===== src/rtl/chip8_sound_ctrl.sv =====
// CHIP-8 sound timer and envelope controller: 60 Hz sound timer plus a volume gate for the audio path.
// Define CHIP8_SOUND_FADE_EN to enable the ATTACK/RELEASE volume ramps; otherwise the gate is hard on/off.
module chip8_sound_ctrl #(
    parameter int unsigned CLK_HZ   = 100_000_000,
    parameter int unsigned TICK_HZ  = 60,
    parameter int unsigned RAMP_DIV = 100_000
) (
    input  logic       clk_in,
    input  logic       rst_in,
    input  logic       st_we_in,
    input  logic [7:0] st_data_in,
    input  logic       cfg_we_in,
    input  logic [6:0] cfg_data_in,
    input  logic       pause_in,
    output logic       active_out,
    output logic [1:0] timbre_out,
    output logic [1:0] pitch_out,
    output logic [2:0] vol_out,
    output logic [7:0] st_out,
    output logic       tick_out
);

    localparam int unsigned TICK_DIV = CLK_HZ / TICK_HZ;
    localparam int unsigned TW = (TICK_DIV > 1) ? $clog2(TICK_DIV) : 1;
    localparam logic [TW-1:0] TICK_LAST = TW'(TICK_DIV - 1);

    typedef enum logic [1:0] {StIdle, StAttack, StSustain, StRelease} state_e;

    state_e        state_q;
    logic [TW-1:0] tick_cnt_q;
    logic [7:0]    st_q;
    logic [2:0]    vol_q;
    logic [2:0]    target_q;
    logic [2:0]    target_d;
    logic [1:0]    sh_timbre_q;
    logic [1:0]    sh_pitch_q;
    logic [1:0]    timbre_q;
    logic [1:0]    pitch_q;
    logic          tick;
    logic          sound_on;

    assign tick     = !pause_in && (tick_cnt_q == TICK_LAST);
    assign sound_on = (st_q != 8'd0) && !pause_in;
    assign target_d = cfg_we_in ? cfg_data_in[2:0] : target_q;

    always_ff @(posedge clk_in) begin
        if (rst_in) begin
            tick_cnt_q <= '0;
        end else if (!pause_in) begin
            tick_cnt_q <= tick ? '0 : tick_cnt_q + 1'b1;
        end
    end

    // A CPU write in the tick cycle takes priority over the decrement.
    always_ff @(posedge clk_in) begin
        if (rst_in) begin
            st_q <= 8'd0;
        end else if (st_we_in) begin
            st_q <= st_data_in;
        end else if (tick && (st_q != 8'd0)) begin
            st_q <= st_q - 8'd1;
        end
    end

    // Timbre/pitch only propagate while silent so a tone never changes character mid-note.
    always_ff @(posedge clk_in) begin
        if (rst_in) begin
            target_q    <= 3'd7;
            sh_timbre_q <= 2'd0;
            sh_pitch_q  <= 2'd0;
            timbre_q    <= 2'd0;
            pitch_q     <= 2'd0;
        end else begin
            target_q <= target_d;
            if (cfg_we_in) begin
                sh_timbre_q <= cfg_data_in[6:5];
                sh_pitch_q  <= cfg_data_in[4:3];
            end
            if (state_q == StIdle) begin
                timbre_q <= sh_timbre_q;
                pitch_q  <= sh_pitch_q;
            end
        end
    end

`ifdef CHIP8_SOUND_FADE_EN
    localparam int unsigned RW = (RAMP_DIV > 1) ? $clog2(RAMP_DIV) : 1;
    localparam logic [RW-1:0] RAMP_LAST = RW'(RAMP_DIV - 1);

    logic [RW-1:0] ramp_q;
    logic          step;
    logic [2:0]    vol_toward;

    assign step = (ramp_q == RAMP_LAST);

    always_comb begin
        vol_toward = vol_q;
        if (vol_q < target_q) begin
            vol_toward = vol_q + 3'd1;
        end else if (vol_q > target_q) begin
            vol_toward = vol_q - 3'd1;
        end
    end

    always_ff @(posedge clk_in) begin
        if (rst_in) begin
            state_q <= StIdle;
            vol_q   <= 3'd0;
            ramp_q  <= '0;
        end else begin
            unique case (state_q)
                StIdle: begin
                    vol_q  <= 3'd0;
                    ramp_q <= '0;
                    if (sound_on) begin
                        state_q <= StAttack;
                    end
                end
                StAttack: begin
                    if (!sound_on) begin
                        state_q <= StRelease;
                        ramp_q  <= '0;
                    end else begin
                        ramp_q <= step ? '0 : ramp_q + 1'b1;
                        if (step) begin
                            vol_q <= vol_toward;
                        end
                        if (vol_q >= target_q) begin
                            state_q <= StSustain;
                        end
                    end
                end
                StSustain: begin
                    if (!sound_on) begin
                        state_q <= StRelease;
                        ramp_q  <= '0;
                    end else begin
                        ramp_q <= step ? '0 : ramp_q + 1'b1;
                        if (step) begin
                            vol_q <= vol_toward;
                        end
                    end
                end
                StRelease: begin
                    if (sound_on) begin
                        state_q <= StAttack;
                        ramp_q  <= '0;
                    end else if (vol_q == 3'd0) begin
                        state_q <= StIdle;
                    end else begin
                        ramp_q <= step ? '0 : ramp_q + 1'b1;
                        if (step) begin
                            vol_q <= vol_q - 3'd1;
                        end
                    end
                end
                default: state_q <= StIdle;
            endcase
        end
    end
`else
    logic unused_ramp_div;
    assign unused_ramp_div = (RAMP_DIV == 0);

    always_ff @(posedge clk_in) begin
        if (rst_in) begin
            state_q <= StIdle;
            vol_q   <= 3'd0;
        end else begin
            state_q <= sound_on ? StSustain : StIdle;
            vol_q   <= sound_on ? target_d : 3'd0;
        end
    end
`endif

    assign active_out = (state_q != StIdle);
    assign vol_out    = vol_q;
    assign timbre_out = timbre_q;
    assign pitch_out  = pitch_q;
    assign st_out     = st_q;
    assign tick_out   = tick;

endmodule

===== config.mk =====
export PLATFORM = sky130hd
export DESIGN_NAME = chip8_sound_ctrl
export DESIGN_NICKNAME = d
export VERILOG_FILES = /design/src/rtl/chip8_sound_ctrl.sv
export SDC_FILE = /design/constraint.sdc
export NUM_CORES = 1
export LEC_CHECK = 0
export BUFFER_PORTS_ARGS = -buffer_cell sky130_fd_sc_hd__buf_4
export CAP_MARGIN = 20
export CORE_MARGIN = 2
export CORE_UTILIZATION = 55
export DETAILED_ROUTE_END_ITERATION = 6
export PLACE_DENSITY_LB_ADDON = 0.2
export SLEW_MARGIN = 20
export SYNTH_ARGS = -nofsm -noshare
export SYNTH_HDL_FRONTEND = slang
export SYNTH_SLANG_ARGS = --single-unit
export TNS_END_PERCENT = 10

===== constraint.sdc =====
create_clock -name clk_in -period 2.3 [get_ports clk_in]
set_input_delay 0.575 -clock clk_in [delete_from_list [all_inputs] [get_ports clk_in]]
set_output_delay 0.575 -clock clk_in [all_outputs]
set_load 0.02 [all_outputs]

* Word level (Yosys, flattened, before mapping)
Index checks and enable logic that the tools add are counted.
Word-level totals: RAM bits 0, logic and storage cells 27, memories kept 0, bits in latches 0, register bits 45, output and inout bits 17, ROM bits 0, input bits 20
Cells by class: $lt $le $gt $ge 0, mux-type cells 5, bitwise logic cells 1, shifts and indexed selects 0, multiply operators 0, add/subtract/negate cells 2, equality and inequality tests 1, divide/modulo/power cells 0, reductions and logical operators 9
Operators with widths (number):
- $add A21 B1 Y21 const B | 1
- $eq A21 B21 Y1 const B | 1
- $mux W21 | 1
- $mux W8 | 2
- $reduce_bool A8 Y1 | 1
- $sub A8 B1 Y8 const B | 1
- $reduce_bool A2 Y1 | 2
- $logic_and A1 B1 Y1 | 3
- $mux W3 | 1
- $logic_not A2 Y1 | 1
- $mux W2 | 1
- $reduce_or A2 Y1 | 1
- $logic_not A1 Y1 | 1
- $not A1 Y1 | 1

* Longest topological paths before layout
Gate-level depths: netlist of the first run.
word-level depth 5, gate-level depth with buffers 9, mapped depth without buffers 7

* Worst setup path after synthesis of the first run
Ideal clock, no wire load.
kind input to register, start input port pause_in, end register tick_cnt_q[10], path buffers 3, arrival time 1936 ps, slack 247 ps, data required time 2183 ps, stages on the path 8, library setup time 117 ps, cells stage by stage clkbuf_1 > nor2_1 > nand2_2 > nor2_1 > or2_1 > buf_2 > buf_2 > nor2_1
Between the ends: cells in the longest elaborated chain, start to end 3
RTL lines:
- start: declaration | line 14 | input logic pause_in,
- $logic_not A1 Y1
- $logic_and A1 B1 Y1 | line 42 | assign tick = !pause_in && (tick_cnt_q == TICK_LAST);
- via tick_out | line 20 | output logic tick_out
- $mux W21 | line 50 | tick_cnt_q <= tick ? '0 : tick_cnt_q + 1'b1;
- end signal: assignment | line 50
- end: declaration | line 30 | logic [TW-1:0] tick_cnt_q;
The timed path passes the listed nets, and every way through them passes these cells. A chain may end at the register's enable or synchronous reset.

* Final worst setup path of the first run
start register tick_cnt_q[1], end output port tick_out
Between the ends: cells in the longest elaborated chain, start to end 2
RTL lines (line):
- $eq A21 B21 Y1 | 42
- $logic_and A1 B1 Y1 | 42
- end: declaration | 20
Every way passes these cells.

==> flow_metrics.py, run 1 <==
metrics = {
    "logic_synthesis": {
        "syn_avg_cell_area_sq_um": 9.41,
        "synth_area_leaders": "dfxtp_1 43%, nor2_1 7.5%, mux2i_1 5.9%",
        "synth_cells": 218,
        "yosys_warnings": 0,
        "synth_top_family_by_area": "simple AND/OR/NAND/NOR gates",
        "synthSimpleGateAreaFrac_pct": 30.2,
        "synthesis.area_sq_mm": 0.00205,
        "synth.top_cell.area_share_pct": 42.9,
        "synth_edf_count": 0,
        "synth_compound_area_share_pct": 5.98,
        "async_reset_ff_share_pct": 0,
        "synth.area.mux_share_pct": 5.85,
        "yosys.area_share.adder_pct": 2.44,
        "mappedNetlistNets": 242,
        "synth_xor_area_share_pct": 9.39,
        "synth_seq_area_share_pct": 42.9,
        "ys.flop_type": "dfxtp_1",
        "synth_cell_type_count": 45,
        "ys_ff_latch": 44,
        "synth_top_cell_by_area": "dfxtp_1",
    },
    "pwr": {
        "peakVddDrop_mv": 0.541,
        "leakagePower_nw": 0.993,
        "power.density_mw_per_mm2": 627,
    },
    "setup_path": {
        "worstPathMaxFanout": 5,
        "crit_path_start_kind": "flop",
        "path_cells": "inv_1 -> ha_1 -> and4bb_2 -> nand4_4 -> nor2_4 -> buf_4",
        "cp-end-kind": "primary output",
        "slowest_delay_ns": 0.35,
        "arrival_ns": 1.58,
        "crit_type": "flop to primary output",
        "slowest_stage": "dfxtp_1",
        "cp.required_ns": 1.73,
    },
    "timing": {
        "finalSetupViolations": 0,
        "rsz0062_at_grt": "false",
        "period_needed_ns": 2.16,
        "worstMarginPinSlew_ns": 0.468,
        "skew_ns": 0.00638,
        "tns_ns": 0,
        "maxSlewViolCount": 0,
        "fin_crit_sh_pct": 93.8,
        "timing.fmax_ghz": 0.464,
        "relSlewSlack_pct": 68.6,
        "final-hold-violation-count": 0,
    },
    "cts": {
        "postCtsSetupBuffers": 0,
        "cts_tree": "yes",
        "clk_pin_slew_ns": 0.08,
        "numCtsBuffers": 5,
        "cts-root-buf": "clkbuf_8",
        "cts_buffer_depth": 2,
        "cts_sinks": 44,
        "clock_latency_ns": 0.29,
        "cts_htree_levels": 2,
    },
    "layout": {
        "syn2layout_area_growth_pct": 21.1,
        "multi_input_area_sq_mm": 0.00111,
        "drive_gt1_share_pct": 24.6,
        "num-nets-final": 279,
        "antennaDiodeCount": 0,
        "seq_area_sq_um": 882,
        "final_cell_area_sq_mm": 0.00248,
        "final_cell_mix": "43 x dfxtp_1, 40 x nor2_1, 38 x buf_4, 13 x xnor2_1, 13 x nand2_1",
        "n_fill_cell": 320,
        "final_common_cell": "dfxtp_1",
    },
    "route": {
        "firstDrtPassIters": 4,
        "drt-total-wl_mm": 3.81,
        "vias_per_cell": 5.24,
        "post_drt_wl_per_cell_microns": 12.5,
        "dr.first_iter.drc_count": 54,
        "via_count": 1592,
        "antenna_violating_nets_post_route": 0,
        "drc": 0,
    },
    "floorplanning": {
        "core_area_sq_mm": 0.00363,
        "start_util_pct": 56.5,
        "die-area_sq_mm": 0.00424,
        "fp.dieH_microns": 65.1,
        "num_rows": 22,
        "io-pin-count": 37,
        "dieWidth_microns": 65.1,
    },
    "placement": {
        "io_buffer_count": 36,
        "dp_hpwl_mm": 2.88,
        "place.gp.congestion": 0.767,
        "placed_cell_area_sq_mm": 0.00236,
    },
    "global_route": {
        "grt_max_degree": 25,
        "grt_pass1_wl_mm": 6.76,
        "antenna_found_initial": 0,
        "overflow": 0,
        "grt_pass1_vias": 1545,
        "groute.usage.overall_pct": 20.3,
    },
    "hold_path": {
        "hold_class": "flop to flop",
    },
    "run": {
        "drv_cap": 0,
    },
    "run_status": {
        "status": "finished, final reports clean",
    },
}
[cell families (layout without fill, tap and decap cells)]
kind of cell / count (synthesis) / in the layout
buf+inv: 17 / 55
xor+xnor: 22 / 22
fa+ha+maj: 4 / 4
flops: 44 / 44
mux: 12 / 12
simple gates: 103 / 103
compound gates: 16 / 16
[path summary, 6_finish.rpt]
check | endpoint | cells past startpoint | slack (ns) | start
max reg2reg | st_out[7]$_SDFFE_PP0P_ | 7 | 0.44 | tick_cnt_q[1]$_SDFFE_PP0N_
min reg2reg | target_q[2]$_SDFF_PP1_ | 2 | 0.48 | target_q[2]$_SDFF_PP1_
max | tick_out | 6 | 0.14 | tick_cnt_q[1]$_SDFFE_PP0N_
min | target_q[2]$_SDFF_PP1_ | 2 | 0.48 | target_q[2]$_SDFF_PP1_
[metrics by stage]
step	setup WS (ns)	hold WS [ns]	total power, mW	instances	util, %
after CTS	0.0226	0.488	1.58	304	68.1
after global placement	0.304	0.456	1.00	296	65.1
after detailed placement	0.269	0.467	1.01	296	65.1
after global routing	0.0229	0.524	1.62	304	68.4
final	0.143	0.484	1.56	304	68.4
after floorplan	0.247	0.442	0.935	218	-
[report_power, final]
group,internal [mW],leakage (nW),switching (mW)
Clock,0.321,0.0541,0.250
Sequential,0.789,0.360,0.0229
Combinational,0.0869,0.579,0.0887
Total,1.20,0.993,0.362
[area by class of cell]
class / instances / share of cell area [%]
tap: 48 / 2.42
timing repair buffer: 38 / 11.5
clock buffer: 5 / 2.77
clock inverter: 3 / 1.71
sequential: 44 / 35.5
multi-input combinational: 157 / 44.8
inverter: 9 / 1.36
[Yosys cell counts (2+ instances only)]
cell and number:
and4_1 2, a21o_1 3, nand2_1 13, mux2i_1 12, nor4_2 2, a211oi_1 2
and4b_1 2, inv_1 9, or2_1 2, a311oi_1 2, a21oi_1 3, ha_1 4
nor3_1 3, nor4_1 4, buf_2 2, a211oi_2 2, xor2_1 9, nand4b_1 3
or3_1 5, xnor2_1 13, nand3_1 5, nor2_1 41, nand4_1 3, dfxtp_1 44
nand2b_1 3, clkbuf_1 5, and4bb_2 2
[metal layers]
layer | routed length (microns) | global-route usage [%] | share of wire (%) | up-vias
li1 | - | - | - | 818
met1 | 1750 | 25.1 | 46 | 743
met2 | 1900 | 35.3 | 50 | 28
met3 | 140 | 4.51 | 3.7 | 3
met4 | 27 | 5.99 | 0.71 | 0
met5 | 0 | 0 | 0 | -
[state kept, by name, summed over array words and instances (netlist names)]
signal,flops
tick_cnt_q,21
st_out,8
target_q,3
vol_out,3
pitch_out,2
sh_pitch_q,2
sh_timbre_q,2
timbre_out,2
state_q,1
[worst max-delay path: cells and delay by family, from the launching register on]
kind	cells	cell delay, ns
AND/OR/NAND/NOR	3	0.58
flip-flops	1	0.35
buffers and inverters	2	0.23
adder cells (fa/ha/maj)	1	0.13
[repair_timing]
action	4_1_cts	5_1_grt
hold buffers	0	0
resized for setup	0	3
setup endpoints to repair	0	1
(Power assumes the default switching activity.)
==> run 2: changes to the inputs <==
CORE_UTILIZATION = 57   (was 55)
CTS_BUF_LIST = sky130_fd_sc_hd__clkbuf_4   (was default)
==> run 2 against run 1 <==
Clock-buffer cell count up 1. Final cell count down 0.66%. Sequential share of layout area up 0.49 points. Via count up 1.5%. Hold slack worse by 0.029 ns. Global-route usage up 0.058 points. Wire length down 3.1%. Critical path depth down 2. Clock power down 17%. Flip-flop and latch count unchanged. Largest cell class unchanged. Largest power group unchanged.
==> flow_metrics.py, run 2 (same netlist as run 1, synthesis figures left out) <==
metrics = {
    "floorplanning": {
        "dieWidth_microns": 64,
        "start_util_pct": 60.5,
        "io-pin-count": 37,
        "num_rows": 21,
        "fp.dieH_microns": 64,
        "core_area_sq_mm": 0.00339,
        "die-area_sq_mm": 0.00410,
    },
    "placement": {
        "io_buffer_count": 36,
        "placed_cell_area_sq_mm": 0.00235,
        "place.gp.congestion": 0.797,
        "dp_hpwl_mm": 2.67,
    },
    "run": {
        "drv_cap": 0,
    },
    "layout": {
        "final_cell_area_sq_mm": 0.00245,
        "antennaDiodeCount": 0,
        "n_fill_cell": 275,
        "largest_reg_flops": 21,
        "final_common_cell": "dfxtp_1",
        "seq_area_sq_um": 882,
        "drive_gt1_share_pct": 24.6,
        "syn2layout_area_growth_pct": 19.5,
        "top_register": "tick_cnt_q",
        "final_util_pct": 72.3,
        "num-nets-final": 279,
        "final_cell_mix": "43 x dfxtp_1, 40 x nor2_1, 38 x buf_4, 13 x xnor2_1, 13 x nand2_1",
        "multi_input_area_sq_mm": 0.00111,
    },
    "route": {
        "via_count": 1616,
        "drt-total-wl_mm": 3.69,
        "firstDrtPassIters": 5,
        "vias_per_cell": 5.35,
        "drc": 0,
        "dr.first_iter.drc_count": 52,
        "antenna_violating_nets_post_route": 0,
        "post_drt_wl_per_cell_microns": 12.2,
    },
    "cts": {
        "cts_buffer_depth": 2,
        "clock_latency_ns": 0.36,
        "numCtsBuffers": 5,
        "cts_hold_buf": 0,
        "cts_htree_levels": 2,
        "clk_pin_slew_ns": 0.12,
        "cts_sinks": 44,
        "cts_tree": "yes",
        "cts-root-buf": "clkbuf_4",
    },
    "timing": {
        "rsz0062_at_grt": "false",
        "hold-worst-slack_ns": 0.455,
        "timing.fmax_ghz": 0.468,
        "tns_ns": 0,
        "finalSetupViolations": 0,
        "relSlewSlack_pct": 70.8,
        "worstMarginPinSlew_ns": 0.438,
        "fin_crit_sh_pct": 93.0,
        "maxSlewViolCount": 0,
        "final-hold-violation-count": 0,
        "period_needed_ns": 2.14,
        "skew_ns": 0.00851,
    },
    "pwr": {
        "peakVddDrop_mv": 0.311,
        "power_mw": 1.46,
        "leakagePower_nw": 0.984,
        "power.density_mw_per_mm2": 596,
    },
    "setup_path": {
        "rr_startpoint": "tick_cnt_q[1]$_SDFFE_PP0N_",
        "worstPathMaxFanout": 6,
        "r2r_cells": 8,
        "r2r_slack_ns": 0.41,
        "crit_type": "flop to primary output",
        "arrival_ns": 1.56,
        "cp.required_ns": 1.73,
        "cp-end-kind": "primary output",
        "worst_r2r_endpoint": "st_out[6]$_SDFFE_PP0P_",
        "crit_path_start_kind": "flop",
    },
    "hold_path": {
        "hold_class": "input port to flop",
        "hold_path_end": "sh_timbre_q[0]$_SDFFE_PP0P_",
        "worstHoldStart": "cfg_data_in[5]",
        "hold_depth": 3,
    },
    "global_route": {
        "grt_max_degree": 25,
        "grt_pass1_vias": 1514,
        "grt_pass1_wl_mm": 6.60,
        "overflow": 0,
        "antenna_found_initial": 0,
        "groute.usage.overall_pct": 20.3,
    },
    "run_status": {
        "status": "finished, final reports clean",
    },
}
run 2: cell count changes in the layout (fill, tap and decap cells not counted), sizes merged:
cell / delta
clkbuf: +1
clkinvlp: -1
run 2: worst max-delay path, cell delays in order (launching register included):
cell	delay, ns
dfxtp_1	0.44
and4bb_2	0.27
nand2_2	0.15
nor2_4	0.18
buf_4	0.16
run 2: metal layers:
metal / routed length, microns / track usage (%)
met5: 0 / 0
met4: 73 / 9.78
met3: 168 / 4.23
met2: 1650 / 31.6
met1: 1800 / 26.8
run 2: stage by stage:
stage          std cells  setup WS (ns)
5_1_grt              302         0.0609
3_3_place_gp         293          0.313
2_1_floorplan        218          0.247
3_5_place_dp         293          0.261
4_1_cts              301         0.0180
6_report             302          0.162
run 2: repair_timing:
item | 4_1_cts | 5_1_grt
pin swaps | 0 | 1
setup buffers | 0 | 1
setup endpoints to repair | 1 | 1
gates resized for setup | 2 | 1
run 2: where the power goes:
group	total [mW]	switching, mW	internal, mW
Sequential	0.812	0.0231	0.789
Clock	0.473	0.234	0.240
Combinational	0.174	0.0884	0.0857
run 2: worst max path at each step:
stage,from,end,slack [ns],depth (start not counted)
after CTS,tick_cnt_q[1]$_SDFFE_PP0N_,tick_out,0.02,6
after detailed placement,pause_in,tick_cnt_q[20]$_SDFFE_PP0N_,0.26,6
after global placement,pause_in,tick_cnt_q[20]$_SDFFE_PP0N_,0.31,6
final,tick_cnt_q[5]$_SDFFE_PP0N_,tick_out,0.16,4
after global routing,tick_cnt_q[5]$_SDFFE_PP0N_,tick_out,0.06,4
after floorplan,pause_in,tick_cnt_q[10]$_SDFFE_PP0N_,0.25,8
run 2: final cells by class:
class                   count  share of cell area [%]
repair buffers             38                    11.6
flip-flops and latches     44                    36.0
well taps                  46                    2.35
inverters                   9                    1.38
clock inverters             2                    1.43
multi-input cells         157                    45.4
clock buffers               6                    1.84
